## src/rtl/mem_arbiter_pkg.sv

```systemverilog
// Shared encodings for the memory arbiter: owners, FSM states, length codes, IO map.
package mem_arbiter_pkg;

  typedef enum logic [1:0] {
    OWN_NONE = 2'd0,
    OWN_IF   = 2'd1,
    OWN_LS   = 2'd2,
    OWN_PF   = 2'd3
  } owner_e;

  typedef enum logic [1:0] {
    ST_IDLE  = 2'd0,
    ST_BUSY  = 2'd1,
    ST_DRAIN = 2'd2
  } state_e;

  typedef enum logic [2:0] {
    LEN_ONE  = 3'd1,
    LEN_TWO  = 3'd2,
    LEN_FOUR = 3'd4
  } len_e;

  localparam logic [31:0] IO_BASE_DEF = 32'h0003_0000;

  function automatic logic is_io(input logic [31:0] addr, input logic [31:0] base);
    return addr >= base;
  endfunction

endpackage

```

## src/rtl/mem_arb_pick.sv

```systemverilog
// Combinational winner select: LS > IF > PF, except a starved IF beats LS.
module mem_arb_pick
  import mem_arbiter_pkg::*;
(
  input  logic   i_if_elig,
  input  logic   i_ls_elig,
  input  logic   i_pf_elig,
  input  logic   i_starved,
  output owner_e o_win
);

  always_comb begin
    o_win = OWN_NONE;
    if (i_if_elig && i_starved) o_win = OWN_IF;
    else if (i_ls_elig)         o_win = OWN_LS;
    else if (i_if_elig)         o_win = OWN_IF;
    else if (i_pf_elig)         o_win = OWN_PF;
  end

endmodule

```

## src/rtl/mem_arbiter.sv

```systemverilog
// Shares one byte-serial memory controller between fetch, load/store and prefetch.
// Grant held until controller done; flushed fetch traffic drains silently.
module mem_arbiter
  import mem_arbiter_pkg::*;
#(
  parameter int          STARVE_LIMIT = 4,
  parameter logic [31:0] IO_BASE      = IO_BASE_DEF
) (
  input  logic        clk,
  input  logic        rst,
  input  logic        rdy,
  input  logic        iIO_buffer_full,
  input  logic        iFlush,
  input  logic        iIF_req,
  input  logic [31:0] iIF_addr,
  output logic        oIF_done,
  output logic [31:0] oIF_dt,
  input  logic        iLS_req,
  input  logic        iLS_wr,
  input  logic [2:0]  iLS_len,
  input  logic [31:0] iLS_addr,
  input  logic [31:0] iLS_dt,
  output logic        oLS_done,
  output logic [31:0] oLS_dt,
  input  logic        iPF_req,
  input  logic [31:0] iPF_addr,
  output logic        oPF_done,
  output logic [31:0] oPF_dt,
  output logic        oMC_en,
  output logic        oMC_wr,
  output logic [2:0]  oMC_len,
  output logic [31:0] oMC_addr,
  output logic [31:0] oMC_dt,
  input  logic        iMC_done,
  input  logic [31:0] iMC_dt,
  output logic [1:0]  oGrant
);

  localparam int CW = $clog2(STARVE_LIMIT + 1);

  state_e        r_state;
  owner_e        r_grant;
  logic [CW-1:0] r_cnt;
  logic          r_mc_en, r_mc_wr;
  logic [2:0]    r_mc_len;
  logic [31:0]   r_mc_addr, r_mc_dt;
  logic          r_if_done, r_ls_done, r_pf_done;
  logic [31:0]   r_if_dt, r_ls_dt, r_pf_dt;

  logic   w_ls_elig, w_if_elig, w_pf_elig, w_starved, w_fetch_own;
  owner_e w_win;

  // A store into a full IO buffer stays pending rather than blocking the controller.
  assign w_ls_elig   = iLS_req & ~(iLS_wr & is_io(iLS_addr, IO_BASE) & iIO_buffer_full);
  assign w_if_elig   = iIF_req & ~iFlush;
  assign w_pf_elig   = iPF_req & ~iFlush;
  assign w_starved   = (r_cnt == CW'(STARVE_LIMIT));
  assign w_fetch_own = (r_grant == OWN_IF) || (r_grant == OWN_PF);

  mem_arb_pick u_pick (
    .i_if_elig (w_if_elig),
    .i_ls_elig (w_ls_elig),
    .i_pf_elig (w_pf_elig),
    .i_starved (w_starved),
    .o_win     (w_win)
  );

  always_ff @(posedge clk or negedge rst) begin
    if (!rst) begin
      r_state   <= ST_IDLE;
      r_grant   <= OWN_NONE;
      r_cnt     <= '0;
      r_mc_en   <= 1'b0;
      r_mc_wr   <= 1'b0;
      r_mc_len  <= '0;
      r_mc_addr <= '0;
      r_mc_dt   <= '0;
      r_if_done <= 1'b0;
      r_ls_done <= 1'b0;
      r_pf_done <= 1'b0;
      r_if_dt   <= '0;
      r_ls_dt   <= '0;
      r_pf_dt   <= '0;
    end else begin
      r_if_done <= 1'b0;
      r_ls_done <= 1'b0;
      r_pf_done <= 1'b0;
      if (rdy) begin
        case (r_state)
          ST_IDLE: begin
            if (w_win != OWN_NONE) begin
              r_state <= ST_BUSY;
              r_grant <= w_win;
              r_mc_en <= 1'b1;
              if (w_win == OWN_LS) begin
                r_mc_wr   <= iLS_wr;
                r_mc_len  <= iLS_len;
                r_mc_addr <= iLS_addr;
                r_mc_dt   <= iLS_dt;
              end else begin
                r_mc_wr   <= 1'b0;
                r_mc_len  <= LEN_FOUR;
                r_mc_addr <= (w_win == OWN_IF) ? iIF_addr : iPF_addr;
                r_mc_dt   <= '0;
              end
              if (w_win == OWN_IF)
                r_cnt <= '0;
              else if (w_win == OWN_LS && iIF_req && !w_starved)
                r_cnt <= r_cnt + CW'(1);
            end
          end
          ST_BUSY: begin
            if (iMC_done) begin
              r_state <= ST_IDLE;
              r_grant <= OWN_NONE;
              r_mc_en <= 1'b0;
              // A flush landing on the done cycle still cancels fetch-side data.
              if (!(iFlush && w_fetch_own)) begin
                case (r_grant)
                  OWN_IF:  begin r_if_done <= 1'b1; r_if_dt <= iMC_dt; end
                  OWN_LS:  begin r_ls_done <= 1'b1; r_ls_dt <= iMC_dt; end
                  OWN_PF:  begin r_pf_done <= 1'b1; r_pf_dt <= iMC_dt; end
                  default: ;
                endcase
              end
            end else if (iFlush && w_fetch_own) begin
              r_state <= ST_DRAIN;
            end
          end
          ST_DRAIN: begin
            if (iMC_done) begin
              r_state <= ST_IDLE;
              r_grant <= OWN_NONE;
              r_mc_en <= 1'b0;
            end
          end
          default: r_state <= ST_IDLE;
        endcase
      end
    end
  end

  assign oIF_done = r_if_done;
  assign oIF_dt   = r_if_dt;
  assign oLS_done = r_ls_done;
  assign oLS_dt   = r_ls_dt;
  assign oPF_done = r_pf_done;
  assign oPF_dt   = r_pf_dt;
  assign oMC_en   = r_mc_en;
  assign oMC_wr   = r_mc_wr;
  assign oMC_len  = r_mc_len;
  assign oMC_addr = r_mc_addr;
  assign oMC_dt   = r_mc_dt;
  assign oGrant   = r_grant;

endmodule

```

## config.mk

```make
export PLATFORM = sky130hd
export DESIGN_NAME = mem_arbiter
export DESIGN_NICKNAME = d
export VERILOG_FILES = /design/src/rtl/mem_arbiter_pkg.sv /design/src/rtl/mem_arb_pick.sv /design/src/rtl/mem_arbiter.sv
export SDC_FILE = /design/constraint.sdc
export NUM_CORES = 1
export LEC_CHECK = 0
export ABC_AREA = 1
export BUFFER_PORTS_ARGS = -buffer_cell sky130_fd_sc_hd__clkbuf_2
export CORE_ASPECT_RATIO = 1.5
export CORE_UTILIZATION = 33
export DETAILED_ROUTE_END_ITERATION = 10
export HOLD_SLACK_MARGIN = 0.03
export PLACE_DENSITY = 0.61
export SKIP_CTS_REPAIR_TIMING = 1
export SYNTH_ARGS = -nofsm -noshare
export SYNTH_HDL_FRONTEND = slang
export SYNTH_SLANG_ARGS = --single-unit
```

## constraint.sdc

```tcl
create_clock -name clk -period 4.2 [get_ports clk]
set_input_delay 0 -clock clk [delete_from_list [all_inputs] [get_ports clk]]
set_output_delay 0 -clock clk [all_outputs]
set_load 0.05 [all_outputs]
```

==> impl_metrics.tcl <==
set metrics [dict create \
    clock_path_buffers 2 \
    cp_max_fo 40 \
    viasPerCell 4.57 \
    cts_num_sinks 175 \
    ys_seq_elements 175 \
    hold-path-cell-count 6 \
    synth-edff-count 0 \
    cts_tree "built" \
    rsz0062_at_grt "no" \
    cp-start-kind "register" \
    placed_area_um2 9560 \
    drv_slew 0 \
    drtIter0Drc 342 \
    ys_seq_area_frac 0.566 \
    crit_required_ns 4.56 \
    min_period_ns 2.71 \
    io_buffers 342 \
    arrival_ns 3.08 \
    die_y_um 189 \
    synthFlopType "dfrtp_1" \
    period_share 0.646 \
    power.density_nw_per_um2 763 \
    rr_startpoint "r_state[1]$_DFFE_PN0P_" \
    fmax_mhz 369 \
    synthArstFlopShare 1.00 \
    syn_area_um2 7730 \
    clkTransAtPathRegs_ns 0.07 \
    numCtsBuffers 17 \
    slew_headroom 0.268 \
    crit_start "r_state[1]$_DFFE_PN0P_" \
    yosys.area_share.simple 0.284 \
    grt_max_degree 109 \
    synthAdderAreaFrac 0.00809 \
    routed_wl_um 23800 \
    clock_latency_ns 0.42 \
    min_from "iPF_addr[10]" \
    status "finished with violations" \
    setup_slack_ns 1.49 \
    hp-class "in2reg" \
    wl_per_cell_um 14.3 \
    setup_tns_ns 0 \
    area_growth_pct 46.9 \
    rr_endpoint "oGrant[1]$_DFFE_PN0P_" \
    initial_core_util 0.337 \
    ios 343 \
    violations "hold timing" \
    crit_type "reg2reg" \
    grt_pass1_wl_um 34800 \
    die_w_um 127 \
    hold_viol_final 3 \
    nNetsFinal 1552 \
    synth-compound-area-share 0.0718 \
    dieArea_um2 24100 \
    synthDistinctLibCells 27 \
    place_ws_ns 1.48 \
    place_congestion 0.859 \
    max_cap_viol_count 0 \
    synth_top_family_by_area "simple AND/OR/NAND/NOR gates" \
    synth_xor_area_frac 0.00113 \
    htreeDepth 4 \
    nFillCells 2236 \
    design_area_um2 11400 \
    endpoint_kind "register" \
    grt_usage 0.187 \
    synthesis.nets 1118 \
    overflow 0 \
    drcViolationCount 0 \
    fin_hold_ws_ns -0.0113 \
    dpl.hpwl_um 16400 \
    multi_input_area_um2 2850 \
    ff2ff_path_depth 9 \
    power_leakage_nw 6.45 \
    rows 68 \
    dr.pass1.iters 5 \
    ir_drop_uv 325 \
    r2r_slack_ns 1.49 \
    skew_ns 0.00605 \
    core_um2 23000 \
    post-route-util 0.494 \
    drive_above_1_share 0.296 \
    syn_inst 940 \
    seq_area_um2 4380 \
    root_buffer "clkbuf_16" \
    grt_pass1_vias 6710 \
    yosys_warnings 0 \
    vias 7620 \
    endpoint "oGrant[1]$_DFFE_PN0P_" \
    worst_pin_slew_ns 1.09 \
    syn_avg_cell_area_um2 8.23 \
    setup_viol 0 \
    synth.mux.area_fraction 0.00146 \
    postRouteAntennaNets 0 \
    grt_antenna_before_repair 1 \
]
report_power, final:
group          internal (W)  switching (W)  leakage [nW]
sequential          0.00235       0.000396          2.32
clock              0.000946       0.000671         0.286
combinational      0.000941        0.00336          3.85
total               0.00424        0.00442          6.45
worst min path at each step:
stage	slack [ns]	endpoint
after floorplan	-0.30	oGrant[0]$_DFFE_PN0P_
final	-0.01	oMC_addr[10]$_DFFE_PN0P_
after global routing	0.03	oMC_addr[7]$_DFFE_PN0P_
after global placement	0.22	oLS_dt[13]$_DFFE_PN0P_
after detailed placement	0.22	oPF_dt[9]$_DFFE_PN0P_
after CTS	-0.25	oPF_dt[9]$_DFFE_PN0P_
cells by family after synthesis:
logic type / Yosys count
adders and majority gates: 5
and+or+nand+nor: 547
DFF: 175
AOI/OAI and AO/OA: 106
buffers and inverters: 105
xor gates and xnor gates: 1
muxes: 1
layout make-up:
class | count | share of cell area
Antenna cell | 1 | 0.000220
Clock buffer | 22 | 0.0426
Clock inverter | 10 | 0.0110
Inverter | 53 | 0.0175
Multi-Input combinational cell | 660 | 0.251
Sequential cell | 175 | 0.386
Tap cell | 280 | 0.0308
Timing Repair Buffer | 467 | 0.261
Yosys cell counts (all sizes together) (5+ instances only):
| master | instances | area, µm² |
|---|---|---|
| o21ai | 98 | 490 |
| or2 | 18 | 113 |
| inv | 53 | 199 |
| ha | 5 | 62.6 |
| nand2 | 456 | 1730 |
| buf | 37 | 262 |
| a21oi | 7 | 57.6 |
| dfrtp | 175 | 4380 |
| nor2 | 15 | 63.8 |
| nand3 | 57 | 290 |
| clkbuf | 15 | 56.3 |
cells in the final DEF (no fill, tap or decap), types with 11 or more instances in the layout:
master / Yosys / routed
nor2_1: 14 / 13
nand2_1: 452 / 451
clkbuf_16: 0 / 17
o21ai_0: 96 / 96
clkbuf_2: 0 / 341
or2_2: 11 / 11
dfrtp_1: 175 / 175
inv_1: 48 / 48
nand3_1: 56 / 54
dlygate4sd3_1: 0 / 118
state kept, by name, summed over array words and instances (netlist names):
| signal | cells |
|---|---|
| oIF_done | 1 |
| oMC_len | 3 |
| oPF_dt | 32 |
| r_cnt | 3 |
| oMC_en | 1 |
| r_state | 2 |
| oMC_dt | 32 |
| oLS_dt | 32 |
| oMC_wr | 1 |
| oPF_done | 1 |
| oMC_addr | 32 |
| oLS_done | 1 |
| oIF_dt | 32 |
| oGrant | 2 |
metal layers:
layer / global-route usage / up-vias / part of all wire
met3: 0.0461 / 41 / 0.060
li1: - / 3786 / -
met1: 0.207 / 3484 / 0.39
met4: 0.0929 / 0 / 0.032
met5: 0 / - / 0
met2: 0.332 / 309 / 0.51
metrics by stage:
stage,std cells,total power (W)
final,1668,0.00867
after global routing,1668,0.00911
after CTS,1549,0.00863
after detailed placement,1517,0.00699
after global placement,1517,0.00694
after floorplan,940,0.00588
critical path, cell delays in order (launching register included):
cell and delay, ns:
dfrtp_1 0.40, inv_1 0.09, ha_1 0.20, nand2_1 0.14, inv_2 0.52, nand2_2 0.53, buf_4 0.44, nor2_4 0.16
nand2_1 0.07, nand2_1 0.06
Power figures use the tool's default switching activity.
